**src/rtl/mem_access_controller.sv**
```systemverilog
// rtl/mem_access_controller.sv - MEM-stage load/store sequencer with busywait handshake and timeout
// One access at a time: IDLE captures the request, BUSY waits on memory, DONE reports the result.
module mem_access_controller #(
  parameter int TIMEOUT_CYCLES = 255
) (
  input  logic        CLK,
  input  logic        RESET,
  input  logic        MEM_READ_IN,
  input  logic        MEM_WRITE_IN,
  input  logic [2:0]  FUNCT3,
  input  logic [31:0] ADDR,
  input  logic [31:0] WDATA,
  output logic        STALL,
  output logic [31:0] LOAD_DATA_OUT,
  output logic [2:0]  LOAD_SEL_OUT,
  output logic        DATA_VALID,
  output logic        ACCESS_ERR,
  output logic        DM_READ,
  output logic        DM_WRITE,
  output logic [31:0] DM_ADDR,
  output logic [31:0] DM_WDATA,
  output logic [3:0]  DM_BYTE_EN,
  input  logic [31:0] DM_RDATA,
  input  logic        DM_BUSYWAIT
);

  localparam int CW = (TIMEOUT_CYCLES > 0) ? $clog2(TIMEOUT_CYCLES + 1) : 1;

  typedef enum logic [1:0] {IDLE, BUSY, DONE} state_t;

  state_t        state, state_next;
  logic [CW-1:0] cnt;
  logic [2:0]    f3_q;
  logic [1:0]    off_q;
  logic          is_load_q;

  logic        req_any, bad_f3, misaligned, req_bad, req_ok, timeout_hit;
  logic [31:0] shifted, aligned;

  always_comb begin
    req_any    = MEM_READ_IN | MEM_WRITE_IN;
    bad_f3     = MEM_READ_IN ? (FUNCT3 == 3'b011 || FUNCT3[2:1] == 2'b11) : (FUNCT3 >= 3'b011);
    misaligned = 1'b0;
    case (FUNCT3[1:0])
      2'b01:   misaligned = ADDR[0];
      2'b10:   misaligned = (ADDR[1:0] != 2'b00);
      default: misaligned = 1'b0;
    endcase
    req_bad = req_any & ((MEM_READ_IN & MEM_WRITE_IN) | bad_f3 | misaligned);
    req_ok  = req_any & ~req_bad;
  end

  // counter holds completed busy cycles; abort on the edge that would make it TIMEOUT_CYCLES
  assign timeout_hit = (TIMEOUT_CYCLES != 0) && DM_BUSYWAIT && ((int'(cnt) + 1) == TIMEOUT_CYCLES);

  always_comb begin
    shifted = DM_RDATA >> {off_q, 3'b000};
    case (f3_q[1:0])
      2'b00:   aligned = {shifted[7:0], 24'b0};
      2'b01:   aligned = {shifted[15:0], 16'b0};
      default: aligned = DM_RDATA;
    endcase
  end

  always_ff @(posedge CLK or negedge RESET) begin
    if (!RESET) state <= IDLE;
    else        state <= state_next;
  end

  always_comb begin
    state_next = state;
    STALL      = 1'b0;
    case (state)
      IDLE: if (req_ok) begin
        STALL      = RESET;
        state_next = BUSY;
      end
      BUSY: begin
        STALL = 1'b1;
        if (!DM_BUSYWAIT || timeout_hit) state_next = DONE;
      end
      DONE:    state_next = IDLE;
      default: state_next = IDLE;
    endcase
  end

  always_ff @(posedge CLK or negedge RESET) begin
    if (!RESET) begin
      LOAD_DATA_OUT <= '0;
      LOAD_SEL_OUT  <= '0;
      DATA_VALID    <= 1'b0;
      ACCESS_ERR    <= 1'b0;
      DM_READ       <= 1'b0;
      DM_WRITE      <= 1'b0;
      DM_ADDR       <= '0;
      DM_WDATA      <= '0;
      DM_BYTE_EN    <= '0;
      cnt           <= '0;
      f3_q          <= '0;
      off_q         <= '0;
      is_load_q     <= 1'b0;
    end else begin
      DATA_VALID <= 1'b0;
      ACCESS_ERR <= 1'b0;
      case (state)
        IDLE: begin
          if (req_ok) begin
            DM_READ   <= MEM_READ_IN;
            DM_WRITE  <= MEM_WRITE_IN;
            DM_ADDR   <= {ADDR[31:2], 2'b00};
            f3_q      <= FUNCT3;
            off_q     <= ADDR[1:0];
            is_load_q <= MEM_READ_IN;
            cnt       <= '0;
            if (MEM_READ_IN) begin
              DM_WDATA   <= '0;
              DM_BYTE_EN <= 4'b1111;
            end else begin
              case (FUNCT3[1:0])
                2'b00: begin
                  DM_WDATA   <= {4{WDATA[7:0]}};
                  DM_BYTE_EN <= 4'b0001 << ADDR[1:0];
                end
                2'b01: begin
                  DM_WDATA   <= {2{WDATA[15:0]}};
                  DM_BYTE_EN <= ADDR[1] ? 4'b1100 : 4'b0011;
                end
                default: begin
                  DM_WDATA   <= WDATA;
                  DM_BYTE_EN <= 4'b1111;
                end
              endcase
            end
          end else if (req_bad) begin
            ACCESS_ERR <= 1'b1;
          end
        end
        BUSY: begin
          if (!DM_BUSYWAIT) begin
            DM_READ  <= 1'b0;
            DM_WRITE <= 1'b0;
            if (is_load_q) begin
              LOAD_DATA_OUT <= aligned;
              LOAD_SEL_OUT  <= f3_q;
              DATA_VALID    <= 1'b1;
            end
          end else if (timeout_hit) begin
            DM_READ       <= 1'b0;
            DM_WRITE      <= 1'b0;
            LOAD_DATA_OUT <= '0;
            ACCESS_ERR    <= 1'b1;
          end else if (cnt != '1) begin
            cnt <= cnt + CW'(1);
          end
        end
        default: ;
      endcase
    end
  end

endmodule

```
**config.mk**
```make
export PLATFORM = sky130hd
export DESIGN_NAME = mem_access_controller
export DESIGN_NICKNAME = d
export VERILOG_FILES = /design/src/rtl/mem_access_controller.sv
export SDC_FILE = /design/constraint.sdc
export NUM_CORES = 1
export LEC_CHECK = 0
export ABC_CLOCK_PERIOD_IN_PS = 2050
export CORE_MARGIN = 1.5
export CORE_UTILIZATION = 41
export CTS_CLUSTER_DIAMETER = 150
export CTS_CLUSTER_SIZE = 40
export DETAILED_ROUTE_END_ITERATION = 12
export MAX_ROUTING_LAYER = met4
export PLACE_DENSITY = 0.89
export SLEW_MARGIN = 20
export SYNTH_ARGS = -nofsm -noshare
export SYNTH_HDL_FRONTEND = slang
export SYNTH_SLANG_ARGS = --single-unit
```
**constraint.sdc**
```tcl
create_clock -name CLK -period 2.05 [get_ports CLK]
set_clock_uncertainty 0.1 [all_clocks]
set_input_delay 0.205 -clock CLK [delete_from_list [all_inputs] [get_ports CLK]]
set_output_delay 0.205 -clock CLK [all_outputs]
set_load 0.01 [all_outputs]
```
==> metrics.csv <==
stage,metric,value,unit
route,route.detailed.drc,0,
place,gp_congestion,0.881,
yosys,synthArstFlopShare,100,%
floorplan,dieArea,15300,um^2
run,maxCapViolations,0,
cells_and_area,diodes,0,
yosys,syn_area,5990,um^2
yosys,ys_ff_latch,121,
yosys,synth_mux_area_share,12.6,%
worst_setup_path,cp_cell_sequence,ha_2 > nor2b_1 > o21ai_2 > a2111o_1 > o21ba_1 > a221o_1,
route,vias,5603,
worst_setup_path,crit_fanout,6,
cts,htreeDepth,4,
route,detail_route.vias_per_cell,5.71,
yosys,ys_types,62,
floorplan,rows,43,
cells_and_area,final_core_utilization,67.6,%
power_and_ir_drop,finalPower,0.0117,W
cts,clk_latency,0.42,ns
worst_hold_path,hold_class,primary input to flop,
grt,met2_usage,41.1,%
worst_setup_path,required,2.24,ns
sta,fin_crit_sh,105,%
yosys,ys_warn_count,0,
grt,grt_max_degree,122,
grt,grt_pass1_wl,29.4,mm
cts,cts.reportedPaths.clkPinSlew,0.06,ns
grt,grtUsageMet3,7.10,%
sta,hold_viol_final,0,
cts,cts_made_buffers,17,
grt,grt.met1_usage,32.0,%
worst_setup_path,path_delay_family,compound AO/OA/AOI/OAI gates,
grt,grtUsageTotal,26.1,%
cells_and_area,area_growth,58.5,%
cts,cts_sinks,121,
worst_setup_path,crit_slowest_cell,a2111o_1,
route,drt_iter0_markers,610,
power_and_ir_drop,vdd.ir_drop.worst,0.000943,V
yosys,synth_ff_type,dfrtp_1,
worst_setup_path,start_kind,flop,
floorplan,die_y,124,um
route,drtAntennaViolNets,0,
yosys,yosys.area_share.simple,8.17,%
sta,rsz0062_at_grt,true,
place,port_buffers,209,
worst_setup_path,path_buf_inv,0,
worst_setup_path,max_stage_delay,0.56,ns
sta,max_freq,464,MHz
power_and_ir_drop,power_density,1230,nW/um^2
outcome,run_status,"finished, violations left",
yosys,synth_xor_area_share,0.439,%
floorplan,dieWidth,124,um
sta,fin_setup_tns,-1.75,ns
cells_and_area,nNetsFinal,899,
sta,relSlewSlack,55.6,%
sta,worst_slew_pin_slew,0.666,ns
yosys,synth.yosys.seq_area_share,50.6,%
place,hpwl,12.4,mm
sta,finalCriticalPeriod,2.15,ns
cells_and_area,drive_above_1_share,23.6,%
sta,maxSlewViolCount,0,
sta,layout_setup_ws,-0.104,ns
route,drtPass1Iterations,6,
yosys,synthCells,535,
floorplan,io-pin-count,212,
floorplan,initial_core_util,42.6,%
yosys,synth_area_per_cell,11.2,um^2
grt,grt-ovfl-total,0,
yosys,synth_edf_count,0,
cts,cts_tree,yes,
worst_setup_path,r2r_setup_slack,-0.10,ns
grt,grt_pass1_vias,5559,
place,placedCellCount,933,
yosys,synthAdderAreaFrac,1.25,%
cells_and_area,final_common_cell,clkdlybuf4s50_1,
route,wl,19.7,mm
cells_and_area,instances_no_fill,982,
route,wl_per_cell,20.0,um
cells_and_area,layout_common_cells,"clkdlybuf4s50_1 (203), dfrtp_1 (117), mux2_2 (49)",
cts,clockRootBuffer,clkbuf_16,
sta,setup_viol,42,
worst_setup_path,critPathArrivalTime,2.35,ns
worst_setup_path,critPathKind,flop to flop,
power_and_ir_drop,p_leak,4.05,nW
floorplan,design.core.area,14000,um^2
outcome,violations,setup timing,
grt,antenna_found_initial,0,
grt,globalRoute.busiestLayer,met2,
yosys,synth_top_family_by_area,compound AO/OA/AOI/OAI gates,
cts,cts.path.max_buffers,2,
yosys,synth_compound_area_share,21.4,%
worst_setup_path,end_kind,flop,
-- routing by layer --
layer | part of all wire, % | wire length (um) | vias up
li1 | - | - | 2481
met2 | 49 | 9720 | 308
met3 | 7.6 | 1490 | 72
met4 | 4.1 | 809 | 0
met1 | 39 | 7660 | 2742
met5 | 0 | 0 | -
-- worst reg2reg max path: stages (launching register included) --
cell	delay, ns
dfrtp_1	0.39
ha_2	0.21
nor2b_1	0.16
o21ai_2	0.11
a2111o_1	0.56
o21ba_1	0.24
a221o_1	0.28
-- what timing repair did --
| item | in CTS | in global routing |
|---|---|---|
| resized for setup | 28 | 23 |
| cloned | 1 | 2 |
| endpoints found under the hold margin | 121 | 0 |
| buffers inserted | 9 | 4 |
| hold buffers | 1 | 0 |
| pin swaps | 6 | 3 |
| setup endpoints to repair | 84 | 46 |
-- logic make-up (layout without fill, tap and decap cells) --
group / after synthesis / count (layout)
DFF: 121 / 121
muxes: 66 / 66
other: 1 / 2
AOI/OAI and AO/OA: 171 / 171
and+or+nand+nor: 94 / 94
adders and majority gates: 6 / 6
xor gates and xnor gates: 3 / 3
buffers and inverters: 73 / 339
-- synth_stat cells, drive strengths merged, types with 10 or more instances --
library cell,n,share of area (%)
dfrtp,121,51
a21oi,27,2.3
o2bb2ai,11,1.6
o211ai,19,2.4
nand2,32,2.0
clkbuf,19,1.2
nor2,21,1.3
buf,19,2.1
mux2,57,11
inv,35,2.2
nor2b,10,1.0
o21ai,35,2.9
a22o,17,2.5
-- power by group --
| part | switching, W | total (W) | internal, W |
|---|---|---|---|
| Combinational | 0.00201 | 0.00473 | 0.00271 |
| Sequential | 0.000574 | 0.00383 | 0.00326 |
| Clock | 0.00112 | 0.00310 | 0.00198 |
| Total | 0.00371 | 0.0117 | 0.00795 |
-- per-stage QoR --
| step | hold WS, ns | instance area (um^2) | setup slack, ns |
|---|---|---|---|
| after global placement | 0.304 | 8540 | -0.615 |
| after floorplan | -0.191 | 6010 | -0.0584 |
| after detailed placement | 0.297 | 8540 | -0.663 |
| after CTS | 0.178 | 9340 | -0.0502 |
| final | 0.0633 | 9490 | -0.104 |
| after global routing | 0.0430 | 9490 | -0.156 |
-- flip-flops by register name, summed over array words and instances (netlist names) --
register / flops
LOAD_DATA_OUT: 32
state: 2
DATA_VALID: 1
ACCESS_ERR: 1
cnt: 8
DM_WDATA: 32
DM_ADDR: 30
LOAD_SEL_OUT: 3
off_q: 2
DM_READ: 1
is_load_q: 1
f3_q: 3
DM_BYTE_EN: 4
DM_WRITE: 1
-- final cells by class --
type	instances	area, um^2
timing repair buffer	272	2740
sequential	121	3030
tap	180	225
clock buffer	22	464
clock inverter	10	141
fill	937	4550
multi-input combinational	342	2760
inverter	35	131
-- final timing paths --
kind / from / endpoint / cells after the start
setup reg to reg: cnt[0]$_DFFE_PN0P_ / cnt[6]$_DFFE_PN0P_ / 6
hold reg to reg: LOAD_SEL_OUT[0]$_DFFE_PN0P_ / LOAD_SEL_OUT[0]$_DFFE_PN0P_ / 2
min in group asynchronous: RESET / DATA_VALID$_DFF_PN0_ / 3
hold / removal: FUNCT3[0] / f3_q[0]$_DFFE_PN0P_ / 2
max in group asynchronous: RESET / cnt[5]$_DFFE_PN0P_ / 3
setup / recovery: cnt[0]$_DFFE_PN0P_ / cnt[6]$_DFFE_PN0P_ / 6
Note: power is estimated with default switching activity, not from simulation.
